## config.mk

```make
export PLATFORM = sky130hd
export DESIGN_NAME = spi_instr_loader_flat
export DESIGN_NICKNAME = d
export VERILOG_FILES = /design/src/rtl/spi_instr_loader_if.sv /design/src/rtl/spi_instr_loader.sv /design/src/flat_wrapper.sv
export SDC_FILE = /design/constraint.sdc
export NUM_CORES = 1
export LEC_CHECK = 0
export ABC_AREA = 1
export BUFFER_PORTS_ARGS = -buffer_cell sky130_fd_sc_hd__clkbuf_2
export CORE_MARGIN = 2
export CORE_UTILIZATION = 52
export CTS_CLUSTER_SIZE = 20
export DETAILED_ROUTE_END_ITERATION = 8
export GPL_TIMING_DRIVEN = 0
export MAX_ROUTING_LAYER = met4
export PLACE_DENSITY_LB_ADDON = 0.05
export SYNTH_ARGS = -nofsm -noshare
export SYNTH_HDL_FRONTEND = slang
export SYNTH_SLANG_ARGS = --single-unit
```

## constraint.sdc

```tcl
create_clock -name clk -period 1.5 [get_ports clk]
set_input_delay 0.075 -clock clk [delete_from_list [all_inputs] [get_ports clk]]
set_output_delay 0.075 -clock clk [all_outputs]
set_load 0.02 [all_outputs]
```

## src/rtl/spi_instr_loader_if.sv

```systemverilog
// spi_instr_loader_if: SPI pins and instruction-regfile write port of spi_instr_loader
//   sclk, cs_n, mosi : SPI inputs from the host (mode 0, MSB first)
//   miso             : SPI status output
//   write_addr, data_in, write_en : regfile write port
//   core_hold        : holds pio_core off while a frame is active
//   frame_err        : one-clk pulse on a malformed frame
interface spi_instr_loader_if #(
    parameter int ADDR_WIDTH = 5,
    parameter int DATA_WIDTH = 16
);
    logic                  sclk;
    logic                  cs_n;
    logic                  mosi;
    logic                  miso;
    logic [ADDR_WIDTH-1:0] write_addr;
    logic [DATA_WIDTH-1:0] data_in;
    logic                  write_en;
    logic                  core_hold;
    logic                  frame_err;
    modport slave (
        input  sclk, cs_n, mosi,
        output miso, write_addr, data_in, write_en, core_hold, frame_err
    );
    modport master (
        output sclk, cs_n, mosi,
        input  miso, write_addr, data_in, write_en, core_hold, frame_err
    );
endinterface

```

## src/rtl/spi_instr_loader.sv

```systemverilog
// spi_instr_loader: SPI target that loads PIO instruction words into the instruction regfile
//   clk  : system clock, must be >= 4x sclk
//   rst  : asynchronous reset, active-low
//   bus  : spi_instr_loader_if.slave (SPI pins, regfile write port, core_hold, frame_err)
//   Optional macro SPI_STATUS_EN: drives {3'b101, last write address} on miso during
//   the command byte; without it miso is tied to 0.
module spi_instr_loader #(
    parameter int ADDR_WIDTH  = 5,
    parameter int DATA_WIDTH  = 16,
    parameter int SYNC_STAGES = 2
) (
    input logic               clk,
    input logic               rst,
    spi_instr_loader_if.slave bus
);
    localparam int CW = $clog2(DATA_WIDTH);
    typedef enum logic [1:0] {IDLE, CMD, DATA, DISCARD} state_t;
    state_t                 state;
    logic [SYNC_STAGES-1:0] sclk_q, cs_q, mosi_q;
    logic                   sclk_prev, cs_prev;
    logic                   sclk_s, cs_s, mosi_s;
    logic                   rise, cs_fall, cs_rise;
    logic [DATA_WIDTH-2:0]  sh;
    logic [CW-1:0]          cnt;
    logic [7:0]             cmd;
    logic [ADDR_WIDTH-1:0]  addr;
    logic                   burst, pend;
    assign sclk_s  = sclk_q[SYNC_STAGES-1];
    assign cs_s    = cs_q[SYNC_STAGES-1];
    assign mosi_s  = mosi_q[SYNC_STAGES-1];
    assign rise    = sclk_s & ~sclk_prev & ~cs_s;
    assign cs_fall = cs_prev & ~cs_s;
    assign cs_rise = ~cs_prev & cs_s;
    assign cmd     = {sh[6:0], mosi_s};
    always_ff @(posedge clk or negedge rst) begin
        if (!rst) begin
            sclk_q         <= '0;
            cs_q           <= '1;
            mosi_q         <= '0;
            sclk_prev      <= 1'b0;
            cs_prev        <= 1'b1;
            state          <= IDLE;
            sh             <= '0;
            cnt            <= '0;
            addr           <= '0;
            burst          <= 1'b0;
            pend           <= 1'b0;
            bus.write_addr <= '0;
            bus.data_in    <= '0;
            bus.write_en   <= 1'b0;
            bus.core_hold  <= 1'b0;
            bus.frame_err  <= 1'b0;
        end else begin
            sclk_q        <= {sclk_q[SYNC_STAGES-2:0], bus.sclk};
            cs_q          <= {cs_q[SYNC_STAGES-2:0], bus.cs_n};
            mosi_q        <= {mosi_q[SYNC_STAGES-2:0], bus.mosi};
            sclk_prev     <= sclk_s;
            cs_prev       <= cs_s;
            bus.core_hold <= ~cs_s;
            bus.write_en  <= 1'b0;
            bus.frame_err <= 1'b0;
            if (cs_rise) begin
                // a frame ending with a partly shifted byte or word is malformed
                state         <= IDLE;
                pend          <= 1'b0;
                bus.frame_err <= (state == CMD || state == DATA) && cnt != '0;
            end else begin
                case (state)
                    IDLE: if (cs_fall) begin
                        state <= CMD;
                        cnt   <= '0;
                    end
                    CMD: if (rise) begin
                        sh  <= {sh[DATA_WIDTH-3:0], mosi_s};
                        cnt <= cnt + 1'b1;
                        if (cnt == CW'(7)) begin
                            cnt <= '0;
                            if (cmd[7:5] == 3'b001 || cmd[7:5] == 3'b010) begin
                                state <= DATA;
                                addr  <= cmd[ADDR_WIDTH-1:0];
                                burst <= cmd[6];
                            end else begin
                                state         <= DISCARD;
                                bus.frame_err <= 1'b1;
                            end
                        end
                    end
                    DATA: if (pend) begin
                        // strobe one clk after the word is registered; stay in DATA for it
                        bus.write_en <= 1'b1;
                        pend         <= 1'b0;
                        if (burst) addr <= addr + 1'b1;
                        else state <= DISCARD;
                    end else if (rise) begin
                        sh  <= {sh[DATA_WIDTH-3:0], mosi_s};
                        cnt <= cnt + 1'b1;
                        if (cnt == CW'(DATA_WIDTH - 1)) begin
                            cnt            <= '0;
                            bus.data_in    <= {sh, mosi_s};
                            bus.write_addr <= addr;
                            pend           <= 1'b1;
                        end
                    end
                    default: ;
                endcase
            end
        end
    end
`ifdef SPI_STATUS_EN
    logic                  fall;
    logic [ADDR_WIDTH-1:0] last_addr;
    logic [7:0]            stat;
    assign fall = ~sclk_s & sclk_prev & ~cs_s;
    // the status MSB goes out at cs_n fall, the rest on sclk falling edges of byte 0
    always_ff @(posedge clk or negedge rst) begin
        if (!rst) begin
            last_addr <= '0;
            stat      <= '0;
            bus.miso  <= 1'b0;
        end else begin
            if (bus.write_en) last_addr <= bus.write_addr;
            stat     <= (state == IDLE && cs_fall) ? {2'b01, 5'(last_addr), 1'b0} :
                        (state == CMD && fall) ? {stat[6:0], 1'b0} : stat;
            bus.miso <= (state == IDLE && cs_fall) ? 1'b1 :
                        (state == CMD && !cs_rise) ? (fall ? stat[7] : bus.miso) : 1'b0;
        end
    end
`else
    assign bus.miso = 1'b0;
`endif
endmodule
```

## src/flat_wrapper.sv

```systemverilog
// flat-port wrapper written by rule: the top's interface ports become plain ports
module spi_instr_loader_flat 
#(
    parameter int ADDR_WIDTH  = 5,
    parameter int DATA_WIDTH  = 16,
    parameter int SYNC_STAGES = 2
)
  (clk, rst, bus_sclk, bus_cs_n, bus_mosi, bus_miso, bus_write_addr, bus_data_in, bus_write_en, bus_core_hold, bus_frame_err);
  spi_instr_loader_if #(.ADDR_WIDTH(ADDR_WIDTH), .DATA_WIDTH(DATA_WIDTH)) bus_i ();
  input logic clk;
  input logic rst;
  input wire logic [$bits(bus_i.sclk)-1:0] bus_sclk;
  input wire logic [$bits(bus_i.cs_n)-1:0] bus_cs_n;
  input wire logic [$bits(bus_i.mosi)-1:0] bus_mosi;
  output wire logic [$bits(bus_i.miso)-1:0] bus_miso;
  output wire logic [$bits(bus_i.write_addr)-1:0] bus_write_addr;
  output wire logic [$bits(bus_i.data_in)-1:0] bus_data_in;
  output wire logic [$bits(bus_i.write_en)-1:0] bus_write_en;
  output wire logic [$bits(bus_i.core_hold)-1:0] bus_core_hold;
  output wire logic [$bits(bus_i.frame_err)-1:0] bus_frame_err;
  assign bus_i.sclk = bus_sclk;
  assign bus_i.cs_n = bus_cs_n;
  assign bus_i.mosi = bus_mosi;
  assign bus_miso = bus_i.miso;
  assign bus_write_addr = bus_i.write_addr;
  assign bus_data_in = bus_i.data_in;
  assign bus_write_en = bus_i.write_en;
  assign bus_core_hold = bus_i.core_hold;
  assign bus_frame_err = bus_i.frame_err;
  spi_instr_loader #(.ADDR_WIDTH(ADDR_WIDTH), .DATA_WIDTH(DATA_WIDTH), .SYNC_STAGES(SYNC_STAGES)) u_core (.clk(clk), .rst(rst), .bus(bus_i));
endmodule
```

==> results.yml <==
outcome:
  status: "finished, violations left"
  violations: "negative setup slack"
logic_synthesis:
  synth_top_area_share_pct: 50.2
  yosys_register_bits: 60
  yosys-top-cells-area: "dfrtp_1 50%, nand2_1 11%, o21ai_2 6.5%, inv_1 5.0%, o21ai_0 4.6%"
  dominantRegCellSynth: "dfrtp_1"
  yosysWarnings: 0
  ys_types: 32
  syn-mean-instance-area_um2: 9.17
  synth_cells: 310
  async_reset_ff_share_pct: 100
  synth_edf_count: 0
  yosys.area.top_type: "dfrtp_1"
  synth_area_mm2: 0.00284
  synth_fp_nets: 323
  synth-seq-area-share_pct: 53.0
timing:
  timing.fmax_mhz: 608
  hold_viol_final: 0
  worst_clock_skew_ps: 10.2
  finalCritPeriodShare_pct: 110
  slew_viol_final: 0
  fin_ws_ps: -144
  setup_viol: 24
  setup_tns_ps: -760
  rsz0062_at_grt: "true"
  worst_pin_slew_ps: 804
  period_minus_slack_ps: 1640
  relSlewSlack_pct: 46.4
worst_setup_path:
  crit_type: "flip-flop to flip-flop"
  required_ps: 1720
  endpoint_kind: "flip-flop"
  reg2reg_from: "u_core.state[1]"
  crit_slowest_cell: "dfrtp_2"
  crit_family: "simple AND/OR/NAND/NOR gates"
  cp-startpoint: "u_core.state[1]"
  crit_buf_inv: 2
  reg2reg_slack_ps: -140
  crit_fanout: 5
  crit_chain: "buf_6, ha_4, nand2_2, o21ai_1, nor2_1, nand2_2, nor2_8, inv_2, nand2_1, nand2_1"
  start_kind: "flip-flop"
  cpPeakStageDelay_ps: 460
  cp.arrival_ps: 1870
placed_design:
  place.gp.congestion: 0.852
  port-buffer-count: 28
  dpl_cell_area_mm2: 0.00309
  dpl.hpwl_um: 3870
cts:
  path_clk_slew_ps: 70
  cts_tree: "yes"
  insertion_delay_ps: 340
  htreeDepth: 3
  clock_sinks: 60
  cts_buffers: 9
  root_buffer: "clkbuf_8"
  cts.path.max_buffers: 2
floorplan:
  fp.dieW_um: 77.9
  initial_utilization_pct: 54.6
  die-area_mm2: 0.00607
  core.rowCount: 26
  core_mm2: 0.00520
  die_y_um: 77.9
  pin_count: 30
layout:
  fin_area_mm2: 0.00404
  diodes: 0
  layout.nets: 396
  syn_to_final_growth_pct: 42.2
  drive_gt1_share_pct: 47.5
detailed_routing:
  wl_um: 7070
  met1_length_um: 3020
  vias: 2384
  first_pass_iters: 4
  dr_wl_met2_um: 3500
  drt-initial-drc-count: 229
  dr_wl_met3_um: 372
  drtAntennaViolNets: 0
  routedWlPerCell_um: 15.5
  routed.top_layer: "met4"
  drc: 0
  routed_via_density: 5.22
power:
  peakVddDrop_mv: 0.865
  power_density_mw_per_mm2: 1470
  leakage_nw: 1.95
grt:
  antenna_found_initial: 0
  grt_max_degree: 61
  grt_pass1_wl_um: 10900
  grt_pass1_vias: 2226
  overflow: 0
  grt_usage_pct: 24.2
min_path:
  worstHoldStart: "u_core.mosi_q[0]"
  hp-class: "flip-flop to flip-flop"
run:
  cap_violations: 0
==> cell usage after synthesis (3+ instances only) <==
| cell type | n |
|---|---|
| nand2_1 | 81 |
| dfrtp_1 | 57 |
| inv_1 | 38 |
| o21ai_0 | 26 |
| nand3_1 | 21 |
| o21ai_2 | 21 |
| nor2_1 | 12 |
| ha_1 | 8 |
| buf_6 | 5 |
| o21ai_1 | 5 |
| buf_2 | 4 |
| inv_2 | 4 |
| dfstp_2 | 3 |
==> path summary, 6_finish.rpt <==
kind | endpoint | depth (start not counted)
setup reg to reg | u_core.addr[4] | 10
setup / recovery | u_core.addr[4] | 10
max in group asynchronous | u_core.state[1] | 2
hold reg to reg | u_core.mosi_q[1] | 0
min in group asynchronous | u_core.bus.data_in[0] | 2
hold / removal | u_core.mosi_q[1] | 0
==> cell usage in the layout (no fill, tap or decap), drive strengths merged <==
| cell type | Yosys | final |
|---|---|---|
| a21oi | 3 | 3 |
| buf | 10 | 37 |
| bufinv | 0 | 2 |
| clkbuf | 0 | 41 |
| clkinv | 0 | 1 |
| clkinvlp | 0 | 1 |
| conb | 1 | 1 |
| dfrtp | 57 | 57 |
| dfstp | 3 | 3 |
| dlygate4sd3 | 0 | 4 |
| ha | 8 | 8 |
| inv | 42 | 42 |
| nand2 | 83 | 83 |
| nand3 | 22 | 22 |
| nand3b | 1 | 1 |
| nand4 | 3 | 3 |
| nor2 | 16 | 17 |
| nor3 | 2 | 2 |
| o211ai | 1 | 1 |
| o21ai | 52 | 52 |
| o22ai | 1 | 1 |
| o31ai | 1 | 1 |
| or2 | 2 | 2 |
| xor2 | 2 | 2 |
==> final cells by class <==
| cell class | instances | area, um^2 |
|---|---|---|
| Sequential cell | 60 | 1510 |
| Multi-Input combinational cell | 199 | 1390 |
| Fill cell | 318 | 1160 |
| Timing Repair Buffer | 62 | 522 |
| Inverter | 42 | 178 |
| Clock buffer | 11 | 151 |
| Buffer | 9 | 131 |
| Tap cell | 70 | 87.6 |
| Clock inverter | 4 | 72.6 |
==> registers in the layout (all words and copies together), names as in the netlist <==
| signal | count |
|---|---|
| u_core.cnt | 4 |
| u_core.bus.frame_err | 1 |
| u_core.addr | 5 |
| u_core.cs_q | 2 |
| u_core.bus.write_en | 1 |
| u_core.pend | 1 |
| u_core.bus.write_addr | 5 |
| u_core.bus.core_hold | 1 |
| u_core.bus.data_in | 16 |
| u_core.mosi_q | 2 |
| u_core.sh | 15 |
| u_core.cs_prev | 1 |
| u_core.sclk_q | 2 |
| u_core.state | 2 |
| u_core.burst | 1 |
| u_core.sclk_prev | 1 |
==> stage by stage <==
step | power, mW | utilization (%) | cells | hold slack (ps) | worst slack [ps]
detailed placement | 3.34 | 59.3 | 408 | 165 | -232
global placement | 3.31 | 59.3 | 408 | 163 | -218
finish | 5.94 | 77.6 | 457 | 358 | -144
global route | 6.22 | 77.6 | 457 | 364 | -183
CTS | 5.51 | 72.9 | 449 | 357 | -37.9
floorplan | 3.01 | - | 310 | -221 | 21.5
==> where the power goes <==
group          switching (mW)  internal (mW)  total [mW]
registers               0.206           1.81        2.01
clock network           0.632           1.01        1.65
logic                    1.31          0.980        2.29
==> layer usage <==
layer | up-vias | global-route usage (%)
met4 | 0 | 11.2
met5 | - | -
li1 | 1136 | -
met1 | 1153 | 31.8
met3 | 17 | 3.95
met2 | 78 | 37.1
==> logic make-up after synthesis <==
group           count (synthesis)  share of synthesized area, %
compound gates                 58                          13.3
buf+inv                        52                          8.50
xor+xnor                        2                         0.617
simple gates                  129                          20.9
flops                          60                          53.0
other cells                     1                         0.132
fa+ha+maj                       8                          3.52
==> what timing repair did <==
action,in CTS,in global routing
buffers inserted,17,8
hold endpoints to repair,60,0
gates resized for setup,74,53
endpoints found under the setup margin,46,48
hold buffers,4,0
pin swaps,9,16
gates cloned,6,2
Note: power is estimated with default switching activity, not from simulation.
